==> src/rtl/serial_shift_unit.sv <==
// serial_shift_unit
//   Multi-cycle ARM operand-2 shifter. Applies LSL, LSR, ASR or ROR to a
//   WIDTH-bit operand one bit per clock and produces the ARM shifter carry-out.
//   It sits between register read (producer) and the ALU operand-B mux
//   (consumer). Both sides use a valid/ready handshake.
//
//   state  | meaning
//   -------+-----------------------------------------------------------
//   IDLE   | waiting for a request; start_ready high
//   SHIFT  | one 1-bit shift per edge until the count is exhausted
//   DONE   | result/carry_out held and presented until done_ready
//
// Ports
//   clk          rising-edge clock
//   reset_n      asynchronous active-low reset
//   start_valid  producer request
//   start_ready  request can be accepted (IDLE only)
//   op           00=LSL 01=LSR 10=ASR 11=ROR, sampled at accept
//   amount       shift count, sampled at accept
//   data_in      operand, sampled at accept
//   carry_in     C flag, passed through unchanged when amount==0
//   result       shifted operand, valid while done_valid
//   carry_out    last bit shifted out
//   done_valid   result/carry_out valid
//   done_ready   consumer takes the result
//   busy         SHIFT or DONE
module serial_shift_unit #(
    parameter int WIDTH = 16,
    parameter int AMT_W = 5
) (
    input  logic             clk,
    input  logic             reset_n,
    input  logic             start_valid,
    output logic             start_ready,
    input  logic [1:0]       op,
    input  logic [AMT_W-1:0] amount,
    input  logic [WIDTH-1:0] data_in,
    input  logic             carry_in,
    output logic [WIDTH-1:0] result,
    output logic             carry_out,
    output logic             done_valid,
    input  logic             done_ready,
    output logic             busy
);

    localparam logic [1:0] OP_LSL = 2'b00;
    localparam logic [1:0] OP_LSR = 2'b01;
    localparam logic [1:0] OP_ASR = 2'b10;
    localparam logic [1:0] OP_ROR = 2'b11;

    typedef enum logic [1:0] {
        S_IDLE  = 2'd0,
        S_SHIFT = 2'd1,
        S_DONE  = 2'd2
    } state_t;

    state_t           state, state_nxt;
    logic [1:0]       op_q;
    logic [AMT_W-1:0] cnt;
    logic             accept;
    logic [WIDTH-1:0] shift_res;
    logic             shift_c;

    always_ff @(posedge clk or negedge reset_n) begin
        if (!reset_n) begin
            state <= S_IDLE;
        end else begin
            state <= state_nxt;
        end
    end

    always_comb begin
        state_nxt = state;
        accept    = 1'b0;
        case (state)
            S_IDLE: begin
                if (start_valid) begin
                    accept    = 1'b1;
                    state_nxt = (amount == '0) ? S_DONE : S_SHIFT;
                end
            end
            S_SHIFT: begin
                if (cnt == AMT_W'(1)) begin
                    state_nxt = S_DONE;
                end
            end
            S_DONE: begin
                if (done_ready) begin
                    state_nxt = S_IDLE;
                end
            end
            default: state_nxt = S_IDLE;
        endcase
    end

    // Single-bit shift stage; amounts >= WIDTH need no special case because
    // repeated application naturally saturates (LSL/LSR/ASR) or wraps (ROR).
    always_comb begin
        shift_res = result;
        shift_c   = carry_out;
        case (op_q)
            OP_LSL: begin
                shift_c   = result[WIDTH-1];
                shift_res = {result[WIDTH-2:0], 1'b0};
            end
            OP_LSR: begin
                shift_c   = result[0];
                shift_res = {1'b0, result[WIDTH-1:1]};
            end
            OP_ASR: begin
                shift_c   = result[0];
                shift_res = {result[WIDTH-1], result[WIDTH-1:1]};
            end
            OP_ROR: begin
                shift_c   = result[0];
                shift_res = {result[0], result[WIDTH-1:1]};
            end
            default: ;
        endcase
    end

    always_ff @(posedge clk or negedge reset_n) begin
        if (!reset_n) begin
            op_q      <= OP_LSL;
            cnt       <= '0;
            result    <= '0;
            carry_out <= 1'b0;
        end else if (accept) begin
            op_q      <= op;
            cnt       <= amount;
            result    <= data_in;
            carry_out <= carry_in;
        end else if (state == S_SHIFT) begin
            cnt       <= cnt - AMT_W'(1);
            result    <= shift_res;
            carry_out <= shift_c;
        end
    end

    assign start_ready = (state == S_IDLE);
    assign busy        = (state != S_IDLE);
    assign done_valid  = (state == S_DONE);

endmodule
==> config.mk <==
export PLATFORM = sky130hd
export DESIGN_NAME = serial_shift_unit
export DESIGN_NICKNAME = d
export VERILOG_FILES = /design/src/rtl/serial_shift_unit.sv
export SDC_FILE = /design/constraint.sdc
export NUM_CORES = 1
export LEC_CHECK = 0
export ABC_AREA = 1
export CAP_MARGIN = 15
export CELL_PAD_IN_SITES_DETAIL_PLACEMENT = 0
export CELL_PAD_IN_SITES_GLOBAL_PLACEMENT = 2
export CORE_MARGIN = 2
export CORE_UTILIZATION = 32
export CTS_BUF_LIST = sky130_fd_sc_hd__clkbuf_4 sky130_fd_sc_hd__clkbuf_8
export DETAILED_ROUTE_END_ITERATION = 6
export DONT_BUFFER_PORTS = 1
export GPL_ROUTABILITY_DRIVEN = 1
export GPL_TIMING_DRIVEN = 0
export PLACE_DENSITY_LB_ADDON = 0.1
export RECOVER_POWER = 100
export SYNTH_ARGS = -nofsm -noshare
export SYNTH_HDL_FRONTEND = slang
export SYNTH_SLANG_ARGS = --single-unit
==> constraint.sdc <==
create_clock -name clk -period 1.2 [get_ports clk]
set_input_delay 0.12 -clock clk [delete_from_list [all_inputs] [get_ports clk]]
set_output_delay 0.12 -clock clk [all_outputs]
set_load 0.005 [all_outputs]
# Yosys cells after proc, flatten, opt, wreduce, memory -nomap -nowiden
# Cells that the tools add are included.
[totals]
output_inout_bits = 20
input_bits = 28
register_bits = 26
word_cells = 40
[op_classes]
n_reduce_logical = 8
n_mux = 15
eq_ne = 10
add_sub_neg = 1
[op_table]
columns = ["op", "n"]
rows = [
  ["$pmux 16 s4", 1],
  ["$mux 16", 2],
  ["$mux 5", 2],
  ["$mux 2", 4],
  ["$eq 2x2->1 const B", 3],
  ["$ne 2x2->1 const B", 3],
  ["$pmux 2 s3", 1],
  ["$eq 5x1->1 const B", 1],
  ["$logic_not 5->1", 1],
  ["$sub 5x1->5 const B", 1],
  ["$eq 2x1->1 const B", 2],
  ["$logic_not 2->1", 2],
  ["$mux 1", 4],
  ["$reduce_bool 2->1", 2],
  ["$reduce_and 3->1", 1],
  ["$reduce_or 3->1", 1],
  ["$ne 2x1->1 const B", 1],
  ["$pmux 1 s2", 1],
  ["$reduce_and 2->1", 1],
]

# Longest topological paths before layout
# Gate-level depths: netlist of run 1.
[logic_depth]
ltp_word = 5
depth_mapped = 8
depth_no_buf = 8

# Least setup slack after synthesis of run 1
# No wires, ideal clock.
[synth_timing]
path_type = "register to register"
from = "reg state[0]"
to = "reg result[0]"
setup_ps = 124
required_ps = 1076
setup_slack_ps = 48
period_less_slack_ps = 1152
n_path_buf = 1
arrival_time_ps = 1028
path_stages_with_launch = 6
cell_sequence = "dfrtp_1 > nor2_4 > nand2_4 > clkbuf_8 > o211ai_1 > nand2_1"
[synth_via]
elab_chain_len = 3
word_cells_on_any_way = 5
cone_classes = "eq/ne (1); mux (2); reduce/logical (2)"
[synth_lines]
columns = ["item", "line", "rtl"]
rows = [
  ["start, declared", "57", "state_t state, state_nxt;"],
  ["start signal, assigned", "68", "state <= state_nxt;"],
  ["$logic_not 2->1 (*)", "-", ""],
  ["named net start_ready", "34", "output logic start_ready,"],
  ["$mux 1 (*)", "75", "case (state)"],
  ["$mux 16 or $reduce_bool 2->1 (tied branches)", "-", ""],
  ["end signal, assigned", "131", "result <= data_in;"],
  ["end signal, assigned", "135", "result <= shift_res;"],
  ["end, declared", "39", "output logic [WIDTH-1:0] result,"],
]
# The timed path passes the listed nets; every way through them passes the cells marked *.
# A chain may end at the register's enable or synchronous reset.

# Final worst setup path of run 1
[layout_timing]
from = "reg state[1]"
to = "reg result[12]"
# Same word-level chain as after synthesis.

==> results of run 1 <==
==> area by class of cell <==
class | count | area [sq um]
tap | 67 | 83.8
clock buffer | 4 | 55.1
sequential | 26 | 652
inverter | 27 | 109
multi-input combinational | 157 | 877
buffer | 8 | 88.8
fill | 518 | 2600
timing repair buffer | 27 | 292
==> cells by family after synthesis <==
kind of cell               synth area share
AOI/OAI and AO/OA                     0.143
xor gates and xnor gates             0.0166
adders and majority gates            0.0158
buffers and inverters                 0.112
DFF                                   0.412
and+or+nand+nor                       0.302
==> worst register-to-register path: stages, from the launching register on <==
cell	delay, ns
dfrtp_1	0.42
nor2_4	0.22
nand2_4	0.15
buf_8	0.18
o21ai_2	0.10
inv_1	0.04
nand2_1	0.06
nand2_1	0.05
==> synthesized netlist by cell type <==
library cell	count	area share
a21oi_1	6	0.019
buf_2	1	0.0032
buf_4	3	0.014
buf_6	3	0.021
clkbuf_8	1	0.0087
dfrtp_1	26	0.41
ha_1	2	0.016
inv_1	25	0.059
inv_2	2	0.0048
nand2_1	87	0.21
nand2_4	1	0.0071
nand3_1	10	0.032
nand3b_1	2	0.0095
nand4_1	1	0.0040
nor2_1	12	0.029
nor2_4	2	0.014
o211ai_1	12	0.057
o21ai_0	12	0.038
o21ai_1	4	0.013
o21ai_2	2	0.011
o21bai_1	1	0.0048
xnor2_1	3	0.017
==> where the power goes <==
group	switching [W]	internal, W
clock	0.000308	0.000294
sequential	0.000507	0.00132
combinational	0.00191	0.00154
==> path summary, 6_finish.rpt <==
check                           startpoint  cells past startpoint  slack [ns]    endpoint
worst min-delay path            data_in[0]                      2       0.001   result[0]
worst min register to register   carry_out                      2        0.53   carry_out
worst max-delay path              state[1]                      7       -0.11  result[12]
min in group asynchronous          reset_n                      2        0.42   result[2]
worst max register to register    state[1]                      7       -0.11  result[12]
max in group asynchronous          reset_n                      2        0.29    state[0]
==> placed cells by master (no fill, tap or decap), types with 5 or more instances in the layout <==
master         instances
dlygate4sd3_1         12
nand2_1               75
clkbuf_8               5
nor2_1                 8
nand2_2                7
a21oi_1                5
dfrtp_1               25
o211ai_1              12
nand3_1                9
o21ai_2                9
buf_6                  5
buf_4                 10
nand2_4                6
o21ai_0                6
inv_1                 24
==> layer usage <==
| layer | part of all wire | vias to the layer above |
|---|---|---|
| li1 | - | 754 |
| met1 | 0.47 | 706 |
| met2 | 0.45 | 48 |
| met3 | 0.065 | 5 |
| met4 | 0.0069 | 0 |
| met5 | 0 | - |
==> stage by stage <==
| stage | std cells | total power (W) |
|---|---|---|
| 6_report | 316 | 0.00588 |
| 3_3_place_gp | 285 | 0.00440 |
| 3_5_place_dp | 285 | 0.00448 |
| 5_1_grt | 316 | 0.00648 |
| 4_1_cts | 307 | 0.00550 |
| 2_1_floorplan | 218 | 0.00375 |
==> timing repair <==
action | CTS | global route
setup buffers | 5 | 5
endpoints found under the hold margin | 35 | 2
gates cloned | 2 | 2
pin swaps | 8 | 11
gates resized for setup | 19 | 38
hold buffers | 11 | 2
endpoints found under the setup margin | 21 | 26
==> flip-flops by register name, indices dropped and copies added, names as in the netlist <==
| register | cells |
|---|---|
| result | 16 |
| op_q | 2 |
| cnt | 5 |
| carry_out | 1 |
| state | 2 |
==> metrics.cfg, run 1 <==
[run_status]
status=complete, but fails checks
violations=setup timing

[clocking]
cts_tree=built
cts_made_buffers=3
path_clk_slew_ns=0.10
clock_sinks=26
cts_max_level=1
cts_buffer_depth=2
root_buffer=clkbuf_8
clock_latency_ns=0.28

[critical_path]
critPathCaptureType=register
critPathRequiredTime_ns=1.38
crit_slowest_cell=dfrtp_1
cp_cell_sequence=nor2_4 > nand2_4 > buf_8 > o21ai_2 > inv_1 > nand2_1 > nand2_1
arrival_ns=1.49
cpPeakStageDelay_ns=0.42
crit_type=register to register
critPathTopFamily=simple AND/OR/NAND/NOR gates
crit_buf_inv=2
startpoint_type=register
path_max_fanout=6
crit_top_cell=nand2_1

[sta]
drv_slew=0
fmax_mhz=763
rsz0062_at_grt=yes
relSlewSlack=0.534
tns_ns=-1.45
fin_crit_sh=1.09
setup_violations=25
timing.final.crit_period_ns=1.31
hold_ws_ns=0.000975
worst_pin_slew_ns=0.698
timing.final.ws_setup_ns=-0.110
hold_viol=0
finClkSkew_ns=0.00559

[synth]
seq_area_frac_synth=0.412
syn-num-nets=248
yosys_warnings=0
synth.distinct_cells=22
ys_ff_latch=26
syn_inst=218
synth_area_sq_um=1580
syn_area_per_cell_sq_um=7.25

[job]
maxCapViolations=0

[placed_design]
dp.final_hpwl_um=3230
io_buffers=0
gp_congestion=0.772
placed_area_sq_um=1660
dp_slack_ns=-0.110

[route]
ant_nets=0
first_pass_iters=4
wl_per_cell_um=15.1
drt-initial-drc-count=44
drc=0
vias_per_cell=4.79
drt-total-wl_um=4790
dr_total_vias=1513

[power_and_ir_drop]
p_leak_nw=1.08
peakVddDrop_mv=0.853
power_density_nw_per_um2=2720

[global_route]
grt_pass1_vias=1507
grt_max_degree=27
top_usage_layer=met2
antenna_found_initial=0
met1_usage=0.257
grt_pass1_wl_um=7630
grt_overflow=0
gr-usage-met3=0.0434
grt_use_total=0.184
grtUsageMet2=0.294

[die]
rows=25
die_w_um=74.3
die-area_sq_um=5520
ioPinCount=48
start_util=0.332
core_sq_um=4750
die_h_um=74.3

[cells_and_area]
layout-drive-gt1-share=0.253
final_util=0.454
final_nets=280
area_growth_pct=36.5
antenna_cells=0
fin_area_sq_um=2160

[hold_path]
hold_class=primary input to register

Power figures use the tool's default switching activity.
==> inputs of run 2 (changes only) <==
Settings changed: SKIP_LAST_GASP from default to 1.
==> run 2 against run 1 <==
The run still ends with setup timing left. Die area did not move. Global-route usage did not move. Final cell count did not move. Largest cell class unchanged.
==> metrics.cfg, run 2 (synthesized netlist as in run 1, its figures left out) <==
[critical_path]
critPathCaptureType=register  ; unchanged
critPathRequiredTime_ns=1.38  ; about the same
arrival_ns=1.49  ; about the same
path_max_fanout=6  ; unchanged
startpoint_type=register  ; unchanged
crit_type=register to register  ; unchanged

[route]
drt-total-wl_um=4790  ; about the same
wl_per_cell_um=15.2  ; was 15.1 um
drt-initial-drc-count=58  ; was 44
vias_per_cell=4.76  ; was 4.79
first_pass_iters=4  ; unchanged
drc=0  ; unchanged
ant_nets=0  ; unchanged
dr_total_vias=1505  ; was 1513

[global_route]
grt_max_degree=27  ; unchanged
grt_overflow=0  ; unchanged
grt_pass1_wl_um=7630  ; unchanged
grt_use_total=0.184  ; unchanged
grt_pass1_vias=1507  ; unchanged
antenna_found_initial=0  ; unchanged

[sta]
timing.final.ws_setup_ns=-0.109  ; was -0.110 ns
finClkSkew_ns=0.00575  ; was 0.00559 ns
timing.final.crit_period_ns=1.31  ; about the same
drv_slew=0  ; unchanged
tns_ns=-1.47  ; was -1.45 ns
fmax_mhz=764  ; was 763 MHz
worst_pin_slew_ns=0.699  ; was 0.698 ns
setup_violations=25  ; unchanged
relSlewSlack=0.534  ; about the same
rsz0062_at_grt=yes  ; unchanged
fin_crit_sh=1.09  ; about the same
hold_viol=0  ; unchanged

[power_and_ir_drop]
peakVddDrop_mv=0.853  ; about the same
p_leak_nw=1.07  ; was 1.08 nW
power_density_nw_per_um2=2720  ; about the same
power.total_w=0.00587  ; was 0.00588 W

[die]
core_sq_um=4750  ; unchanged
start_util=0.332  ; unchanged
die_w_um=74.3  ; unchanged
ioPinCount=48  ; unchanged
die-area_sq_um=5520  ; unchanged
rows=25  ; unchanged
die_h_um=74.3  ; unchanged

[clocking]
cts_made_buffers=3  ; unchanged
clock_latency_ns=0.28  ; about the same
cts_max_level=1  ; unchanged
path_clk_slew_ns=0.10  ; about the same
root_buffer=clkbuf_8  ; unchanged
cts_buffer_depth=2  ; unchanged
cts_tree=built  ; unchanged
clock_sinks=26  ; unchanged

[cells_and_area]
antenna_cells=0  ; unchanged
top_regs=result (16), cnt (5)  ; unchanged
fin_area_sq_um=2150  ; was 2160 sq um
layout-drive-gt1-share=0.249  ; was 0.253
final_common_cell=nand2_1  ; unchanged
stdcell_count=316  ; unchanged
final_nets=280  ; unchanged
layout_common_cells=75 x nand2_1, 25 x dfrtp_1, 24 x inv_1, 12 x o211ai_1, 12 x dlygate4sd3_1  ; unchanged
area_growth_pct=36.3  ; was 36.5%
final_util=0.453  ; was 0.454
top_register=result  ; unchanged
largest_reg_flops=16  ; unchanged

[placed_design]
io_buffers=0  ; unchanged
gp_congestion=0.772  ; unchanged
placed_area_sq_um=1660  ; unchanged
dp.final_hpwl_um=3230  ; unchanged
dpl.cell_count=285  ; unchanged

[job]
maxCapViolations=0  ; unchanged

[run_status]
status=complete, but fails checks  ; unchanged
violations=setup timing  ; unchanged

[hold_path]
hold_class=primary input to register  ; unchanged

==> run 2: cell count changes in the layout (fill, tap and decap cells not counted) <==
| cell | previous run | this run |
|---|---|---|
| o21ai_1 | 2 | 3 |
| o21ai_2 | 9 | 8 |
==> run 2: timing repair <==
action,CTS,global route
hold endpoints to repair,35,2
cloned,2,2
gates resized for setup,19,37
setup endpoints to repair,21,26
pin swaps,8,11
hold buffers,11,2
setup buffers,5,5
==> run 2: metal layers <==
metal	GRT usage	up-vias	part of all wire
li1	-	753	-
met3	0.0434	5	0.071
met5	0	-	0
met4	0.0417	0	0.0069
met1	0.257	697	0.47
met2	0.294	50	0.45
==> run 2: cell type report <==
cell class / count / area [sq um]
Multi-Input combinational cell: 157 / 873
Tap cell: 67 / 83.8
Timing Repair Buffer: 27 / 292
Inverter: 27 / 109
Fill cell: 520 / 2600
Buffer: 8 / 88.8
Clock buffer: 4 / 55.1
Sequential cell: 26 / 652
==> run 2: power breakdown <==
group          total [W]  switching, W  internal [W]
logic            0.00344       0.00190       0.00154
clock network   0.000603      0.000308      0.000294
registers        0.00183      0.000509       0.00132
total            0.00587       0.00271       0.00315
==> run 2: worst paths after layout <==
kind | start | to | slack, ns | cells past startpoint
setup reg to reg | state[1] | result[12] | -0.11 | 7
setup / recovery | state[1] | result[12] | -0.11 | 7
max in group asynchronous | reset_n | state[0] | 0.29 | 2
hold reg to reg | carry_out | carry_out | 0.52 | 2
hold / removal | data_in[0] | result[0] | 0.0006 | 2
min in group asynchronous | reset_n | result[2] | 0.42 | 2
==> run 2: metrics by stage <==
| step | hold slack (ns) | setup WS (ns) |
|---|---|---|
| 3_5_place_dp | -0.175 | -0.110 |
| 2_1_floorplan | -0.176 | 0.0480 |
| 6_report | 0.000582 | -0.109 |
| 4_1_cts | 0.00161 | -0.110 |
| 3_3_place_gp | -0.175 | -0.0886 |
| 5_1_grt | 0.00743 | -0.188 |
==> run 2: critical path, cell delays in order (launching register included) <==
cell,delay (ns)
dfrtp_1,0.42
nor2_4,0.22
nand2_4,0.15
buf_8,0.17
o21ai_2,0.10
inv_1,0.04
nand2_1,0.06
nand2_1,0.05
